[config.mk]
export PLATFORM = sky130hd
export DESIGN_NAME = multi_stopwatch
export DESIGN_NICKNAME = d
export VERILOG_FILES = /design/src/rtl/multi_stopwatch.sv
export SDC_FILE = /design/constraint.sdc
export NUM_CORES = 1
export LEC_CHECK = 0
export CORE_MARGIN = 10
export CORE_UTILIZATION = 65
export DETAILED_ROUTE_END_ITERATION = 8
export PLACE_DENSITY_LB_ADDON = 0.08
export RECOVER_POWER = 100
export SYNTH_ARGS = -nofsm -noshare
export SYNTH_HDL_FRONTEND = slang
export SYNTH_SLANG_ARGS = --single-unit
[constraint.sdc]
create_clock -name clk100_i -period 5.25 [get_ports clk100_i]
set_input_delay 1.05 -clock clk100_i [delete_from_list [all_inputs] [get_ports clk100_i]]
set_output_delay 1.05 -clock clk100_i [all_outputs]
set_load 0.02 [all_outputs]
[src/rtl/multi_stopwatch.sv]
`default_nettype none
// multi_stopwatch: debounced start/stop, lap and clear buttons driving a DIGITS-wide BCD
// stopwatch with registered active-low seven-segment outputs.  Rev 1.0
module multi_stopwatch #(
   parameter int DIGITS     = 4,
   parameter int TICK_DIV   = 1_000_000,
   parameter int DEB_CYCLES = 100_000
) (
   input  logic                clk100_i,
   input  logic                rstn_i,
   input  logic                start_stop_i,
   input  logic                lap_i,
   input  logic                clear_i,
   output logic [7*DIGITS-1:0] hex_o,
   output logic                running_o,
   output logic                lap_o,
   output logic                overflow_o
);

   localparam int C_PW = $clog2(TICK_DIV);
   localparam int C_DW = (DEB_CYCLES > 1) ? $clog2(DEB_CYCLES) : 1;
   localparam int C_BW = 4 * DIGITS;
   localparam logic [C_PW-1:0] C_TICK_LAST = C_PW'(TICK_DIV - 1);
   localparam logic [C_DW-1:0] C_DEB_LAST  = C_DW'(DEB_CYCLES - 1);

   typedef enum logic [1:0] {
      S_IDLE  = 2'd0,
      S_RUN   = 2'd1,
      S_LAP   = 2'd2,
      S_PAUSE = 2'd3
   } state_t;

   state_t              r_state;
   state_t              w_state_next;
   logic [2:0]          w_raw;
   logic [2:0]          r_sync1;
   logic [2:0]          r_sync2;
   logic [2:0]          r_level;
   logic [2:0]          r_level_d;
   logic [C_DW-1:0]     r_deb_cnt [3];
   logic [2:0]          w_press;
   logic [C_PW-1:0]     r_presc;
   logic [C_BW-1:0]     r_bcd;
   logic [C_BW-1:0]     r_lap_latch;
   logic [C_BW-1:0]     w_bcd_next;
   logic [C_BW-1:0]     w_src;
   logic [7*DIGITS-1:0] w_seg;
   logic [7*DIGITS-1:0] r_hex;
   logic                r_ovf;
   logic                w_active;
   logic                w_tick;
   logic                w_wrap;
   logic                w_capture;
   logic                w_clear;

   function automatic logic [6:0] f_seg(input logic [3:0] v);
      case (v)
         4'd0:    f_seg = 7'h40;
         4'd1:    f_seg = 7'h79;
         4'd2:    f_seg = 7'h24;
         4'd3:    f_seg = 7'h30;
         4'd4:    f_seg = 7'h19;
         4'd5:    f_seg = 7'h12;
         4'd6:    f_seg = 7'h02;
         4'd7:    f_seg = 7'h78;
         4'd8:    f_seg = 7'h00;
         4'd9:    f_seg = 7'h10;
         default: f_seg = 7'h7F;
      endcase
   endfunction

   // Bit 0 start/stop, bit 1 lap, bit 2 clear; each gets a 2-flop sync and a stability counter.
   assign w_raw = {clear_i, lap_i, start_stop_i};

   always_ff @(posedge clk100_i) begin
      if (!rstn_i) begin
         r_sync1   <= '0;
         r_sync2   <= '0;
         r_level   <= '0;
         r_level_d <= '0;
         for (int k = 0; k < 3; k++) r_deb_cnt[k] <= '0;
      end else begin
         r_sync1   <= w_raw;
         r_sync2   <= r_sync1;
         r_level_d <= r_level;
         for (int k = 0; k < 3; k++) begin
            if (r_sync2[k] != r_level[k]) begin
               if (r_deb_cnt[k] == C_DEB_LAST) begin
                  r_level[k]   <= r_sync2[k];
                  r_deb_cnt[k] <= '0;
               end else begin
                  r_deb_cnt[k] <= r_deb_cnt[k] + C_DW'(1);
               end
            end else begin
               r_deb_cnt[k] <= '0;
            end
         end
      end
   end

   assign w_press  = r_level & ~r_level_d;
   assign w_active = (r_state == S_RUN) || (r_state == S_LAP);
   assign w_tick   = w_active && (r_presc == C_TICK_LAST);

   always_ff @(posedge clk100_i) begin
      if (!rstn_i) r_state <= S_IDLE;
      else         r_state <= w_state_next;
   end

   // Checking start first, then lap, then clear drops lower-priority coincident presses.
   always_comb begin
      w_state_next = r_state;
      w_capture    = 1'b0;
      w_clear      = 1'b0;
      case (r_state)
         S_IDLE: begin
            if (w_press[0]) w_state_next = S_RUN;
         end
         S_RUN: begin
            if (w_press[0]) begin
               w_state_next = S_PAUSE;
            end else if (w_press[1]) begin
               w_state_next = S_LAP;
               w_capture    = 1'b1;
            end
         end
         S_LAP: begin
            if (w_press[0])      w_state_next = S_PAUSE;
            else if (w_press[1]) w_state_next = S_RUN;
         end
         S_PAUSE: begin
            if (w_press[0]) begin
               w_state_next = S_RUN;
            end else if (w_press[2]) begin
               w_state_next = S_IDLE;
               w_clear      = 1'b1;
            end
         end
         default: w_state_next = S_IDLE;
      endcase
   end

   // Ripple increment; w_wrap survives only when every digit was 9.
   always_comb begin
      w_bcd_next = r_bcd;
      w_wrap     = w_tick;
      for (int d = 0; d < DIGITS; d++) begin
         if (w_wrap) begin
            if (r_bcd[4*d +: 4] == 4'd9) begin
               w_bcd_next[4*d +: 4] = 4'd0;
            end else begin
               w_bcd_next[4*d +: 4] = r_bcd[4*d +: 4] + 4'd1;
               w_wrap               = 1'b0;
            end
         end
      end
   end

   always_ff @(posedge clk100_i) begin
      if (!rstn_i) begin
         r_presc     <= '0;
         r_bcd       <= '0;
         r_lap_latch <= '0;
         r_ovf       <= 1'b0;
         r_hex       <= {DIGITS{7'h40}};
      end else begin
         if (w_clear) begin
            r_presc <= '0;
            r_bcd   <= '0;
            r_ovf   <= 1'b0;
         end else begin
            if (w_active) r_presc <= w_tick ? '0 : r_presc + C_PW'(1);
            if (w_tick)   r_bcd   <= w_bcd_next;
            if (w_wrap)   r_ovf   <= 1'b1;
         end
         if (w_capture) r_lap_latch <= r_bcd;
         r_hex <= w_seg;
      end
   end

   assign w_src = (r_state == S_LAP) ? r_lap_latch : r_bcd;

   for (genvar d = 0; d < DIGITS; d++) begin : g_digit
      assign w_seg[7*d +: 7] = f_seg(w_src[4*d +: 4]);
   end

   assign hex_o      = r_hex;
   assign running_o  = w_active;
   assign lap_o      = (r_state == S_LAP);
   assign overflow_o = r_ovf;

endmodule
`default_nettype wire

Word level (Yosys, flattened, before mapping). Memory sizes are Yosys's and may differ from the RTL's. A register that Yosys moved wholly into a read port is not among the register bits. Index checks and enable logic that the tools add are counted.

$add $sub $neg: 8. Equal/unequal tests: 18. Multiplexer cells: 71. Bitwise logic cells: 12. Reduce and logical (&&, ||, !) cells: 15.

Operator list (number): 17-bit 2-to-1 mux (9); 17-bit by 1-bit adder with 17-bit output (second input constant) (3); 17-bit == test (second input constant) (3); 1-bit 2-to-1 mux (48); 20-bit by 1-bit adder with 20-bit output (second input constant) (1); 20-bit == test (second input constant) (1); 20-bit 2-to-1 mux (1); 4-bit by 1-bit adder with 4-bit output (second input constant) (4); 4-bit == test (second input constant) (4); 16-bit 2-to-1 mux (1); 4-bit 2-to-1 mux (4); 2-bit 2-to-1 mux (7); 2-bit AND reduction (6); 1-bit OR (9); 2-bit case mux with 4 select lines (1); 3-bit != test (second input constant) (2); 2-bit == test (second input constant) (2); 1-bit logical NOT (4); 4-bit AND reduction (1); 3-bit AND (1); 1-bit != test (3); 3-bit by 1-bit != test with 1-bit output (second input constant) (1); 3-bit NOT (1); 2-bit by 1-bit == test with 1-bit output (second input constant) (1); 6 further kinds (6).

Register bits after elaboration: 67. Bits in writable memories: 51. Bits in read-only memories: 448. Bits of input ports: 5. Output and inout bits: 31. Word-level logic and storage cells: 143. Memories: 5.

Memories: (no name shown) (words 16, width 7, rd ports 1, clocked after Yosys merged registers in 1, write ports 0, line 57) `case (v)`; (no name shown) (words 16, width 7, rd ports 1, clocked after Yosys merged registers in 1, write ports 0, line 57); (no name shown) (words 16, width 7, rd ports 1, clocked after Yosys merged registers in 1, write ports 0, line 57); (no name shown) (words 16, width 7, rd ports 1, clocked after Yosys merged registers in 1, write ports 0, line 57); r_deb_cnt (words 3, width 17, rd ports 3, clocked after Yosys merged registers in 0, write ports 3, line 40) `logic [C_DW-1:0] r_deb_cnt [3];`.

Longest topological paths before layout.
Depth after elaboration: 8. Gate-level depth with buffers: 10. Mapped depth without buffers: 8.

Least setup slack after synthesis. No wires, ideal clock.

Kind: register to register. Start: reg r_state[0]. End: reg r_hex[20] (netlist: hex_o[20]). Data arrival time: 2.358 ns. Data required time: 5.118 ns. Path slack: 2.760 ns. Cell stages (with the launch flop): 10. Buffers on the path: 2. Clock period less this slack: 2.490 ns. Cells stage by stage: dfxtp_1 inv_1 ha_1 clkbuf_1 buf_2 mux2i_1 inv_1 ha_1 nor3_1 o21ai_0.

Word-level cells in the longest chain between the ends: 2.

RTL lines: start: declaration (line 33) `state_t r_state;`; start signal: assignment (line 107) `else r_state <= w_state_next;`; 2-bit == test; via lap_o (line 16) `output logic lap_o,`; 16-bit 2-to-1 mux (line 181) `assign w_src = (r_state == S_LAP) ? r_lap_latch : r_bcd;`; end: declaration (line 48) `logic [7*DIGITS-1:0] r_hex;`.

The timed path passes the listed nets, and every way through them passes these cells. A chain may end at the register's enable or synchronous reset.

Final worst setup path.
Start: reg r_state[1]. End: reg r_bcd[12].

Word-level cells in the longest chain between the ends: 7. Elaborated cells between the ends (all ways): 11.

RTL lines: 2-bit by 1-bit == test with 1-bit output or 2-bit == test (tied branches) (line 102) `assign w_active = (r_state == S_RUN) || (r_state == S_LAP);`; 1-bit logical OR (line 102); 1-bit logical AND (line 103) `assign w_tick = w_active && (r_presc == C_TICK_LAST);`; 1-bit 2-to-1 mux (3 in a row) (line 148) `if (w_wrap) begin`; 2-bit AND reduction (no source line); end signal: assignment (line 173) `if (w_tick) r_bcd <= w_bcd_next;`; end: declaration (line 43) `logic [C_BW-1:0] r_bcd;`.

Several ways; a longest one is shown, not always the timed one.

==> flow_metrics.tcl <==
set metrics [dict create \
    cp_num_buf_inv 1 \
    register_area_share_after_synthesis_pct 47.8 \
    p_total_mw 2.43 \
    critPathTopFamily "simple AND/OR/NAND/NOR gates" \
    layout_worst_path_cycle_share_pct 69.2 \
    detail_route.wl_per_cell_um 14.9 \
    dr_total_vias 5645 \
    drt-vias-per-instance 5.63 \
    synth_top_family_by_area "simple AND/OR/NAND/NOR gates" \
    post-route-cell-area_um2 8310 \
    worstHoldPathCells 1 \
    drive_gt1_share_pct 5.22 \
    final_max_slew_viol_count 29 \
    ir_worst_vdd_mv 0.227 \
    die_y_um 125 \
    cp_slowest_stage_delay_ns 1.18 \
    unrepaired_setup_endpoints_after_global_routing "false" \
    yosys-mux-area-fraction_pct 3.78 \
    grt_start_max_net_pins 38 \
    crit_path_max_fanout 8 \
    cp_data_required_time_ns 5.70 \
    cts-root-buf "sky130_fd_sc_hd__clkbuf_8" \
    outcome "finished with violations" \
    dr.pass1.iters 5 \
    cts-resized-gates 0 \
    pre_cts_slack_ns 1.63 \
    drt-total-wl_um 14900 \
    reg2reg_slack_ns 1.62 \
    overall_overflow_remaining_after_global_route 0 \
    numPlacedInstances 970 \
    placed_cell_area_um2 7810 \
    timing.hold.worst.start "r_sync1[0]$_SDFF_PN0_" \
    synth_enable_flop_cells 51 \
    netlist_instances 770 \
    worst_slew_margin_rel_pct -5.82 \
    synth_fa_ha_area_share_pct 5.05 \
    worst_hold_slack_ns 0.438 \
    worstRegToRegCells 7 \
    cts-hold-fix-buffers 0 \
    regToRegEndpoint "r_bcd[12]$_SDFFE_PP0P_" \
    tritoncts "done" \
    flow.area_growth_from_synthesis_pct 15.6 \
    synth_async_sr_flop_share_pct 0 \
    worstSkewPairLatency_ns 0.53 \
    worst_setup_path_start_kind "flop" \
    place.port_buffers 35 \
    end_kind "flop" \
    core_area_um2 10800 \
    worstHoldPathType "reg2reg" \
    antenna_found_initial 0 \
    layoutNonFillerInstCount 1002 \
    hold_viol 0 \
    synth_top_flop_cell "sky130_fd_sc_hd__dfxtp_1" \
    first_pass_grt_wire_length_um 25000 \
    diodes 0 \
    cts.path.max_buffers 2 \
    setup_viol 0 \
    ys_seq_elements 146 \
    setup_ws_ns 1.62 \
    dp_hpwl_um 10400 \
    finish.utilization_pct 76.6 \
    finalSetupTns_ns 0 \
    ys_warn_count 0 \
    drc 0 \
    floorplan.die_area_um2 15700 \
    synthSimpleGateAreaFrac_pct 23.8 \
    chipWidth_um 125 \
    cells_along_the_critical_path "inv_1 -> ha_1 -> nand4_1 -> nor4b_1 -> nand4_2 -> or4_1 -> a21oi_1" \
    detail-route-antenna-nets 0 \
    htree_num_levels 4 \
    min_delay_worst_endpoint "r_sync2[0]$_SDFF_PN0_" \
    leak_pwr_nw 3.14 \
    reg2reg_from "r_state[1]$_SDFFE_PN0P_" \
    cpMaxStageDelayCell "sky130_fd_sc_hd__nor4b_1" \
    final.min_clock_period_ns 3.63 \
    synth_compound_gate_area_share_pct 8.01 \
    cts_sinks 146 \
    number_of_global_route_vias_before_repair 5494 \
    globalplace.congestion 0.839 \
    synthesis.area_per_instance_um2 9.33 \
    failed_checks "capacitance limit, slew limit" \
    cts_post_setup_buffers_inserted 0 \
    clkTransAtPathRegs_ns 0.06 \
    max_freq_mhz 275 \
    worst_endpoint_data_arrival_time_ns 4.08 \
    worst_pin_slew_ns 1.59 \
    initial_core_util_pct 66.3 \
    violation_count_after_the_first_detailed_routing_iteration 482 \
    cap_viol_max_count 1 \
    finClkSkew_ns 0.00643 \
    design.portCount 36 \
    cts-buffers-inserted 17 \
    post_synth_xor_area_fraction_pct 8.77 \
    grt.total_usage_pct 18.8 \
    post_synth_instance_area_um2 7190 \
    powerDensity_nw_per_um2 292 \
    nets 883 \
    timing_worst_setup_path_type "reg2reg" \
    rows 38 \
    post_synth_num_cell_types 56 \
]
-- cells in the final DEF, fill, tap and decap left out, drive strengths merged, types with 32 or more instances in the layout --
master and n:
edfxtp 51, nand2 98, nor2 103, dlygate4sd3 32, xor2 46, nand3 36
dfxtp 95, conb 51, a21oi 49
-- state kept, by name, summed over array words and instances, names as in the netlist, 2 cells and up --
name / cells
r_deb_cnt: 51
hex_o: 28
r_presc: 20
r_bcd: 16
r_lap_latch: 16
r_level: 3
r_level_d: 3
r_sync1: 3
r_sync2: 3
r_state: 2
-- cell usage after synthesis (9+ instances only) --
master,n,area [um^2]
sky130_fd_sc_hd__and2_1,11,68.8
sky130_fd_sc_hd__inv_1,25,93.8
sky130_fd_sc_hd__nand3_1,35,175
sky130_fd_sc_hd__o21ai_0,26,130
sky130_fd_sc_hd__xnor2_1,26,228
sky130_fd_sc_hd__dfxtp_1,95,1900
sky130_fd_sc_hd__edfxtp_1,51,1530
sky130_fd_sc_hd__ha_1,29,363
sky130_fd_sc_hd__a21oi_1,49,245
sky130_fd_sc_hd__nor2_1,103,387
sky130_fd_sc_hd__nor3_1,9,45.0
sky130_fd_sc_hd__xor2_1,46,403
sky130_fd_sc_hd__mux2i_1,17,170
sky130_fd_sc_hd__nand2_1,98,368
sky130_fd_sc_hd__nand4_1,18,113
sky130_fd_sc_hd__mux2_2,9,101
sky130_fd_sc_hd__clkbuf_1,23,86.3
sky130_fd_sc_hd__and3_1,9,56.3
-- cells by family after synthesis --
| kind of cell | Yosys count |
|---|---|
| AOI/OAI and AO/OA | 100 |
| xor gates and xnor gates | 72 |
| adders and majority gates | 29 |
| buffers and inverters | 52 |
| DFF | 146 |
| muxes | 26 |
| other | 1 |
| and+or+nand+nor | 344 |
-- cell type report --
cell class / count / area, um^2
fillers: 759 / 2530
repair buffers: 36 / 354
clock buffers: 21 / 459
multi-input cells: 622 / 3710
clock inverters: 11 / 82.6
flip-flops and latches: 146 / 3430
well taps: 140 / 175
inverters: 26 / 97.6
-- worst max path at each step --
stage | from | to | slack (ns) | cells past startpoint
6_report | r_state[1]$_SDFFE_PN0P_ | r_bcd[12]$_SDFFE_PP0P_ | 1.62 | 7
3_5_place_dp | rstn_i | r_presc[13]$_SDFFE_PP0P_ | 1.63 | 5
3_3_place_gp | rstn_i | r_deb_cnt[1][16]$_SDFFCE_PP0P_ | 1.76 | 4
2_1_floorplan | r_state[0]$_SDFFE_PN0P_ | hex_o[20]$_SDFF_PN1_ | 2.76 | 9
5_1_grt | r_state[1]$_SDFFE_PN0P_ | r_bcd[12]$_SDFFE_PP0P_ | 1.26 | 7
4_1_cts | r_state[1]$_SDFFE_PN0P_ | running_o | 1.95 | 3
-- report_power, final --
group / switching [mW] / internal [mW]
sequential: 0.0249 / 1.19
clock: 0.444 / 0.658
combinational: 0.0651 / 0.0403
-- metal layers --
metal	vias up	share of wire (%)	track usage (%)
met2	136	52	33.4
met4	0	1.2	6.50
met5	-	0	0
li1	2792	-	-
met1	2694	42	21.7
met3	23	4.4	4.39
(Power assumes the default switching activity.)
